**src/rtl/lsu_ctrl_if.sv**
```systemverilog
// rtl/lsu_ctrl_if.sv - data-memory bus bundle between lsu_ctrl and the memory
//
// Signals:
//   BusValid  request valid (master)
//   BusAddr   word-aligned byte address (master)
//   BusWe     write strobe (master)
//   BusBe     byte enables (master)
//   BusWData  lane-steered write data (master)
//   BusReady  beat accepted/completed (slave)
//   BusRData  read word, valid with BusValid && BusReady (slave)
interface lsu_ctrl_if #(
  parameter int ADDR_W = 32
);
  logic              BusValid;
  logic [ADDR_W-1:0] BusAddr;
  logic              BusWe;
  logic [3:0]        BusBe;
  logic [31:0]       BusWData;
  logic              BusReady;
  logic [31:0]       BusRData;

  modport master (
    output BusValid, BusAddr, BusWe, BusBe, BusWData,
    input  BusReady, BusRData
  );

  modport slave (
    input  BusValid, BusAddr, BusWe, BusBe, BusWData,
    output BusReady, BusRData
  );
endinterface

```
**src/rtl/lsu_ctrl.sv**
```systemverilog
// rtl/lsu_ctrl.sv - load/store unit sequencing core memory ops onto the data bus
//
// Ports:
//   clk, rst_n      clock, asynchronous active-low reset
//   Req             memory instruction present
//   MemWrite        1 = store, 0 = load
//   DataWidth       00 word, 01 half, 10 byte, 11 word
//   Unsigned        zero-extend loads
//   Addr, WData     byte address, right-aligned store data
//   RData           extended load result, valid with Done
//   Done            one-cycle completion pulse
//   Stall           Req && !Done
//   MisalignErr     one-cycle pulse when a split access is rejected
//   bus             lsu_ctrl_if master modport (valid/ready data bus)
//
// Macro LSU_MISALIGN_EN: when defined, accesses crossing a word boundary run
// as two bus beats; when undefined they are rejected with MisalignErr.
module lsu_ctrl #(
  parameter int ADDR_W = 32
) (
  input  logic              clk,
  input  logic              rst_n,
  input  logic              Req,
  input  logic              MemWrite,
  input  logic [1:0]        DataWidth,
  input  logic              Unsigned,
  input  logic [ADDR_W-1:0] Addr,
  input  logic [31:0]       WData,
  output logic [31:0]       RData,
  output logic              Done,
  output logic              Stall,
  output logic              MisalignErr,
  lsu_ctrl_if.master        bus
);

  typedef enum logic [1:0] {IDLE, BEAT0, BEAT1, DONE} state_t;

  state_t            r_state;
  logic              r_valid;
  logic              r_we;
  logic              r_done;
  logic [ADDR_W-1:0] r_addr;
  logic [3:0]        r_be;
  logic [31:0]       r_wdata;
  logic [31:0]       r_rdata;
  // Request attributes latched at acceptance: Req may drop mid-transaction.
  logic [1:0]        r_off;
  logic [1:0]        r_width;
  logic              r_uns;

  logic [1:0]        w_off;
  logic [3:0]        w_mask;
  logic [2:0]        w_n;
  logic              w_split;
  logic [3:0]        w_be0;
  logic [31:0]       w_wd0;
  logic [31:0]       w_rd0;
  logic [31:0]       w_asm;
  logic [31:0]       w_ext;
  logic              w_accept;

  assign w_off = Addr[1:0];

  always_comb begin
    w_mask = 4'b1111;
    w_n    = 3'd4;
    case (DataWidth)
      2'b01: begin
        w_mask = 4'b0011;
        w_n    = 3'd2;
      end
      2'b10: begin
        w_mask = 4'b0001;
        w_n    = 3'd1;
      end
      default: ;
    endcase
  end

  assign w_split = ({1'b0, w_off} + w_n) > 3'd4;

  // First beat: lanes off..3. Bits shifted past lane 3 belong to the second beat.
  assign w_be0 = w_mask << w_off;
  assign w_wd0 = WData << {w_off, 3'b000};
  assign w_rd0 = bus.BusRData >> {r_off, 3'b000};

`ifdef LSU_MISALIGN_EN
  logic        r_split;
  logic [3:0]  r_be1;
  logic [31:0] r_wd1;
  logic [31:0] r_raw;
  logic [3:0]  w_be1;
  logic [31:0] w_wd1;
  logic [31:0] w_rd1;

  assign w_be1 = w_mask >> (3'd4 - {1'b0, w_off});
  assign w_wd1 = WData >> (6'd32 - {1'b0, w_off, 3'b000});
  // Second-beat lanes 0.. land above the 4-off bytes gathered by beat 0.
  assign w_rd1 = r_raw | (bus.BusRData << (6'd32 - {1'b0, r_off, 3'b000}));

  assign w_accept    = (r_state == IDLE) && Req;
  assign w_asm       = (r_state == BEAT1) ? w_rd1 : w_rd0;
  assign MisalignErr = 1'b0;
`else
  logic r_misalign;
  // Set once a split request has been flagged so a still-asserted Req
  // does not re-raise MisalignErr every cycle.
  logic r_err_hold;
  logic w_err;

  assign w_accept    = (r_state == IDLE) && Req && !w_split && !r_err_hold;
  assign w_err       = (r_state == IDLE) && Req && w_split && !r_err_hold;
  assign w_asm       = w_rd0;
  assign MisalignErr = r_misalign;
`endif

  always_comb begin
    w_ext = w_asm;
    case (r_width)
      2'b01: w_ext = r_uns ? {16'h0000, w_asm[15:0]} : {{16{w_asm[15]}}, w_asm[15:0]};
      2'b10: w_ext = r_uns ? {24'h000000, w_asm[7:0]} : {{24{w_asm[7]}}, w_asm[7:0]};
      default: ;
    endcase
  end

  always_ff @(posedge clk or negedge rst_n) begin
    if (!rst_n) begin
      r_state    <= IDLE;
      r_valid    <= 1'b0;
      r_we       <= 1'b0;
      r_done     <= 1'b0;
      r_addr     <= '0;
      r_be       <= 4'b0000;
      r_wdata    <= 32'h0;
      r_rdata    <= 32'h0;
      r_off      <= 2'b00;
      r_width    <= 2'b00;
      r_uns      <= 1'b0;
`ifdef LSU_MISALIGN_EN
      r_split    <= 1'b0;
      r_be1      <= 4'b0000;
      r_wd1      <= 32'h0;
      r_raw      <= 32'h0;
`else
      r_misalign <= 1'b0;
      r_err_hold <= 1'b0;
`endif
    end else begin
      r_done <= 1'b0;
`ifndef LSU_MISALIGN_EN
      r_misalign <= w_err;
      if (!Req)
        r_err_hold <= 1'b0;
      else if (w_err)
        r_err_hold <= 1'b1;
`endif
      case (r_state)
        IDLE: begin
          if (w_accept) begin
            r_state <= BEAT0;
            r_valid <= 1'b1;
            r_addr  <= {Addr[ADDR_W-1:2], 2'b00};
            r_we    <= MemWrite;
            r_be    <= w_be0;
            r_wdata <= w_wd0;
            r_off   <= w_off;
            r_width <= DataWidth;
            r_uns   <= Unsigned;
`ifdef LSU_MISALIGN_EN
            r_split <= w_split;
            r_be1   <= w_be1;
            r_wd1   <= w_wd1;
`endif
          end
        end
        BEAT0: begin
          if (bus.BusReady) begin
`ifdef LSU_MISALIGN_EN
            if (r_split) begin
              r_state <= BEAT1;
              r_addr  <= r_addr + ADDR_W'(4);
              r_be    <= r_be1;
              r_wdata <= r_wd1;
              r_raw   <= w_rd0;
            end else
`endif
            begin
              r_state <= DONE;
              r_valid <= 1'b0;
              r_done  <= 1'b1;
              r_rdata <= r_we ? 32'h0 : w_ext;
            end
          end
        end
`ifdef LSU_MISALIGN_EN
        BEAT1: begin
          if (bus.BusReady) begin
            r_state <= DONE;
            r_valid <= 1'b0;
            r_done  <= 1'b1;
            r_rdata <= r_we ? 32'h0 : w_ext;
          end
        end
`endif
        DONE:    r_state <= IDLE;
        default: r_state <= IDLE;
      endcase
    end
  end

  assign bus.BusValid = r_valid;
  assign bus.BusAddr  = r_addr;
  assign bus.BusWe    = r_we;
  assign bus.BusBe    = r_be;
  assign bus.BusWData = r_wdata;
  assign RData        = r_rdata;
  assign Done         = r_done;
  assign Stall        = Req && !r_done;

endmodule

```
**src/flat_wrapper.sv**
```systemverilog
// flat-port wrapper written by rule: the top's interface ports become plain ports
module lsu_ctrl_flat 
#(
  parameter int ADDR_W = 32
)
  (clk, rst_n, Req, MemWrite, DataWidth, Unsigned, Addr, WData, RData, Done, Stall, MisalignErr, bus_BusValid, bus_BusAddr, bus_BusWe, bus_BusBe, bus_BusWData, bus_BusReady, bus_BusRData);
  lsu_ctrl_if #(.ADDR_W(ADDR_W)) bus_i ();
  input  logic clk;
  input  logic rst_n;
  input  logic Req;
  input  logic MemWrite;
  input  logic [1:0] DataWidth;
  input  logic Unsigned;
  input  logic [ADDR_W-1:0] Addr;
  input  logic [31:0] WData;
  output logic [31:0] RData;
  output logic Done;
  output logic Stall;
  output logic MisalignErr;
  output wire logic [$bits(bus_i.BusValid)-1:0] bus_BusValid;
  output wire logic [$bits(bus_i.BusAddr)-1:0] bus_BusAddr;
  output wire logic [$bits(bus_i.BusWe)-1:0] bus_BusWe;
  output wire logic [$bits(bus_i.BusBe)-1:0] bus_BusBe;
  output wire logic [$bits(bus_i.BusWData)-1:0] bus_BusWData;
  input wire logic [$bits(bus_i.BusReady)-1:0] bus_BusReady;
  input wire logic [$bits(bus_i.BusRData)-1:0] bus_BusRData;
  assign bus_BusValid = bus_i.BusValid;
  assign bus_BusAddr = bus_i.BusAddr;
  assign bus_BusWe = bus_i.BusWe;
  assign bus_BusBe = bus_i.BusBe;
  assign bus_BusWData = bus_i.BusWData;
  assign bus_i.BusReady = bus_BusReady;
  assign bus_i.BusRData = bus_BusRData;
  lsu_ctrl #(.ADDR_W(ADDR_W)) u_core (.clk(clk), .rst_n(rst_n), .Req(Req), .MemWrite(MemWrite), .DataWidth(DataWidth), .Unsigned(Unsigned), .Addr(Addr), .WData(WData), .RData(RData), .Done(Done), .Stall(Stall), .MisalignErr(MisalignErr), .bus(bus_i));
endmodule
```
**config.mk**
```make
export PLATFORM = sky130hd
export DESIGN_NAME = lsu_ctrl_flat
export DESIGN_NICKNAME = d
export VERILOG_FILES = /design/src/rtl/lsu_ctrl_if.sv /design/src/rtl/lsu_ctrl.sv /design/src/flat_wrapper.sv
export SDC_FILE = /design/constraint.sdc
export NUM_CORES = 1
export LEC_CHECK = 0
export ABC_AREA = 1
export BUFFER_PORTS_ARGS = -buffer_cell sky130_fd_sc_hd__buf_2
export CORE_MARGIN = 5
export CORE_UTILIZATION = 50
export DETAILED_ROUTE_END_ITERATION = 8
export GPL_ROUTABILITY_DRIVEN = 0
export GPL_TIMING_DRIVEN = 1
export MAX_ROUTING_LAYER = met4
export PLACE_DENSITY = 0.81
export REMOVE_ABC_BUFFERS = 1
export SETUP_SLACK_MARGIN = 0.4
export SLEW_MARGIN = 30
export SYNTH_ARGS = -nofsm -noshare
export SYNTH_HDL_FRONTEND = slang
export SYNTH_SLANG_ARGS = --single-unit
```
**constraint.sdc**
```tcl
create_clock -name clk -period 1.7 [get_ports clk]
set_clock_uncertainty 0.05 [all_clocks]
set_input_delay 0.17 -clock clk [delete_from_list [all_inputs] [get_ports clk]]
set_output_delay 0.17 -clock clk [all_outputs]
set_load 0.1 [all_outputs]
```
Word-level counts from Yosys, hierarchy flattened --
Cells that the tools add are included.
Storage, ports and cells: word-level logic and storage cells 57, bits in latches 0, register bits after elaboration 110, output and inout port bits 105, memories kept 0, memory bits (writable) 0, bits of input ports 104, ROM bits 0
Cells by class: bitwise operators 0, multiplexer cells 16, shifts and indexed selects 3, magnitude comparators 1, divide/modulo/power cells 0, reductions and logical operators 15, multiply operators 0, $add $sub $neg 1, equal/unequal tests 8
Operator list (count):
- $mux W32 | 3
- $pmux W32 S2 | 1
- $shl A32 B5 Y32 | 1
- $shr A32 B5 Y32 | 1
- $pmux W4 S2 | 1
- $eq A2 B1 Y1 const B | 3
- $logic_and A1 B1 Y1 | 6
- $mux W1 | 6
- $pmux W3 S2 | 1
- $reduce_and A2 Y1 | 3
- $eq A2 B2 Y1 const B | 2
- $mux W2 | 2
- $ne A2 B1 Y1 const B | 2
- $pmux W2 S2 | 1
- $shl A4 B2 Y4 | 1
- $add A2 B3 Y3 | 1
- $gt A3 B3 Y1 const B | 1
- $logic_not A1 Y1 | 3
- $reduce_and A3 Y1 | 1
- $logic_not A2 Y1 | 1
- $ne A2 B2 Y1 const B | 1
- $pmux W1 S2 | 1
- $reduce_bool A2 Y1 | 1

Longest topological paths before layout --
depth after elaboration 9, gate-level depth with buffers 13, gate-level depth less buffers 12

Worst setup path after synthesis --
Ideal clock, no wire load.
kind reg2out, start register u_core.r_done (netlist: u_core.Done), end output port Stall, arrival time 2144 ps, buffers on the path 0, required time 1480 ps, cell stages (with the launch flop) 2, path slack -664 ps, path through dfrtp_1 nor2_1
On the way: longest elaborated chain between the ends 2
RTL lines:
- start: declaration | RTL line lsu_ctrl.sv:41 | logic r_done;
- start signal: assignment | RTL line lsu_ctrl.sv:131 | r_done <= 1'b0;
- start signal: assignment | RTL line lsu_ctrl.sv:149 | r_done <= 1'b0;
- start signal: assignment | RTL line lsu_ctrl.sv:190 | r_done <= 1'b1;
- $logic_not A1 Y1 | RTL line lsu_ctrl.sv:218 | assign Stall = Req && !r_done;
- $logic_and A1 B1 Y1 | RTL line lsu_ctrl.sv:218
- end: declaration | RTL line flat_wrapper.sv:18 | output logic Stall;
No other way between the ends.

Worst setup path in the final report --
start input port DataWidth[0], end register u_core.r_wdata[5] (netlist: u_core.bus.BusWData[5])
On the way: longest elaborated chain between the ends 8, elaborated cells between the ends (all ways) 9, those cells by class add/sub: 1; order compare: 1; eq/ne: 2; mux: 1; reduce/logical: 4
RTL lines:
- start: declaration | RTL line flat_wrapper.sv:12 | input logic [1:0] DataWidth;
- $eq A2 B2 Y1 / $eq A2 B1 Y1 (equally long branches) | RTL line lsu_ctrl.sv:67 | case (DataWidth)
- $pmux W3 S2 * | RTL line lsu_ctrl.sv:67
- $add A2 B3 Y3 * | RTL line lsu_ctrl.sv:80 | assign w_split = ({1'b0, w_off} + w_n) > 3'd4;
- $gt A3 B3 Y1 * | RTL line lsu_ctrl.sv:80
- $logic_not A1 Y1 * | RTL line lsu_ctrl.sv:111 | assign w_accept = (r_state == IDLE) && Req && !w_split && !r_err_hold;
- $logic_and A1 B1 Y1 * (2 in a row) | RTL line lsu_ctrl.sv:111
- $reduce_and A2 Y1 (no source line) *
- end signal: assignment | RTL line lsu_ctrl.sv:165 | r_wdata <= w_wd0;
- end: declaration | RTL line lsu_ctrl.sv:44 | logic [31:0] r_wdata;
Mark *: on every way between the ends. The rest lies on a longest branch, timed or not. A chain may end at the register's enable or synchronous reset.

==> impl_metrics.tcl <==
set metrics [dict create \
    critPathMaxStageDelay_ps 530 \
    crit_arrival_ps 2080 \
    slowest_stage "fa_2" \
    final_area_mm2 0.00937 \
    hp-start "bus_BusRData[3]" \
    status "complete, but fails checks" \
    clk_latency_ps 390 \
    reg2reg_from "u_core.r_state[0]" \
    crit_buf_inv 5 \
    drive_above_1_share 0.443 \
    die_width_um 115 \
    synthCells 736 \
    crit_required_ps 1980 \
    clockRootBuffer "clkbuf_8" \
    hold_viol 0 \
    ys_ff_latch 110 \
    totalWireLength_um 27100 \
    layout_commonest_cell "nand2_1" \
    top_usage_layer "met2" \
    violations "setup timing" \
    cts_tree "yes" \
    hp-class "in -> reg" \
    dpl.hpwl_um 11900 \
    setup_slack_ps -105 \
    crit_type "in -> reg" \
    use_met2 0.548 \
    area_delta_synth_final_pct 69.5 \
    cp-start-kind "primary input" \
    synth_cell_types 24 \
    min_period_over_period 1.06 \
    place_area_mm2 0.00687 \
    overflow 0 \
    grt_pass1_vias 6679 \
    fmax_mhz 554 \
    yosysTopAreaCellShare 0.498 \
    antenna_found_initial 0 \
    fp.dieH_um 115 \
    start_util 0.510 \
    dr.pass1.iters 9 \
    grtUsageMet3 0.0700 \
    fp.dieArea_mm2 0.0133 \
    path_cells "buf_8 > inv_6 > ha_4 > ha_4 > inv_2 > fa_2 > nand2_2 > nand3_4 > nand2_4 > buf_12 > nor2_8 > buf_12 > nand3_2 > nand2_1" \
    grt_pass1_wl_um 33700 \
    worst_pin_slew_ps 486 \
    antennaDiodeCount 0 \
    drv_slew 0 \
    core_area_mm2 0.0108 \
    drtIter0Drc 1024 \
    ant_nets 0 \
    clk_pin_slew_ps 130 \
    post-synth-top-area-cell "dfrtp_1" \
    max-cap-violations 0 \
    slew_headroom 0.673 \
    met1_usage 0.391 \
    cts_buffer_depth 2 \
    setup.worst_path.start "DataWidth[0]" \
    synth_warnings 0 \
    grt_max_degree 51 \
    synth_area_mm2 0.00553 \
    io_buffers 206 \
    rsz0062_at_grt "yes" \
    cts_made_buffers 9 \
    syn_area_per_cell_um2 7.51 \
    grt_usage 0.333 \
    setup_viol 21 \
    vias 7190 \
    vias_per_cell 6.13 \
    nNetsFinal 1138 \
    drc_errors 0 \
    htree_levels 3 \
    mostFrequentLayoutCells "286 x nand2_1, 106 x dfrtp_1, 101 x buf_2, 94 x buf_6, 54 x nand2_2" \
    synth_area_leaders "dfrtp_1 50%, nand2_1 24%, o21ai_0 3.6%" \
    clock-sinks 110 \
    wire_per_inst_um 23.1 \
    rows 38 \
    min_period_ps 1810 \
    crit_path_end_kind "flip-flop" \
    cp_max_fo 6 \
    io_pins 209 \
    crit_family "adder cells" \
    ys_seq_area_frac 0.498 \
]
-- layer usage --
layer | wire, µm | vias to the layer above | share of wire
met3 | 3100 | 212 | 0.11
met2 | 13000 | 718 | 0.48
met4 | 2010 | 0 | 0.074
met5 | 0 | - | 0
li1 | - | 2892 | -
met1 | 9010 | 3368 | 0.33
-- worst reg2reg max path, delay by kind of cell (launching register included) --
family	cells	cell delay (ps)
buffers and inverters	2	310
DFF	1	420
and+or+nand+nor	7	860
-- state kept, by name, indices dropped and copies added, names as in the netlist --
name,cells
u_core.r_state,2
u_core.bus.BusValid,1
u_core.bus.BusAddr,30
u_core.bus.BusWData,32
u_core.r_err_hold,1
u_core.bus.BusBe,4
u_core.r_uns,1
u_core.RData,32
u_core.r_width,2
u_core.Done,1
u_core.bus.BusWe,1
u_core.r_off,2
u_core.MisalignErr,1
-- kinds of logic (layout without fill, tap and decap cells) --
kind of cell / Yosys count / count (layout) / share of synthesized area
buffers and inverters: 91 / 384 / 0.0786
AOI/OAI and AO/OA: 97 / 97 / 0.0919
other: 1 / 2 / 0.000679
and+or+nand+nor: 430 / 432 / 0.314
DFF: 110 / 110 / 0.498
adders and majority gates: 7 / 7 / 0.0172
-- stage by stage --
stage	util	hold slack [ps]	TNS (ps)	worst slack, ps	instances
6_report	0.864	69.7	-874	-105	1172
4_1_cts	0.792	44.9	0	102	1166
3_5_place_dp	0.633	71.4	-27730	-483	1073
3_3_place_gp	0.633	67.8	-23870	-376	1073
5_1_grt	0.864	82.6	-1690	-136	1172
2_1_floorplan	-	-176	-78980	-1180	695
-- path summary, 6_finish.rpt --
kind / to / cells after the start / slack (ps)
max: u_core.bus.BusWData[5] / 14 / -110
min: u_core.RData[3] / 5 / 70
max reg2reg: u_core.bus.BusWData[5] / 9 / 10
min reg2reg: u_core.RData[15] / 2 / 440
max in group asynchronous: u_core.bus.BusWe / 3 / 730
min in group asynchronous: u_core.RData[3] / 2 / 210
-- final cells by class --
class                      instances  area (µm²)
sequential                       110        2760
fill                             453        1470
clock inverter                     7         100
multi-input combinational        538        3040
timing repair inverter             1        7.51
clock buffer                       9         124
inverter                          49         201
timing repair buffer             318        2960
tap                              140         175
-- timing repair --
item | CTS | global route
resized for setup | 234 | 207
endpoints found under the setup margin | 211 | 172
endpoints found under the hold margin | 66 | 0
cloned | 9 | 0
pin swaps | 37 | 58
buffers inserted | 26 | 6
hold buffers | 42 | 0
-- synth_stat cells --
cell type / count
o21ai_0: 40
nand2_1: 357
nand3_4: 1
nor2_2: 2
buf_4: 6
ha_1: 6
inv_2: 6
nand4_1: 1
nand3_2: 4
nand3_1: 35
buf_2: 20
nor2_8: 1
fa_1: 1
nor3_1: 8
conb_1: 1
clkbuf_1: 10
inv_1: 43
o21ai_1: 25
dfrtp_1: 110
a21oi_1: 23
buf_6: 6
nand2_2: 1
nor2_1: 20
o211ai_1: 9
Power is left out: the tool's default activity adds up to more than one toggle a clock period on the data nets, which glitch-free logic cannot reach.
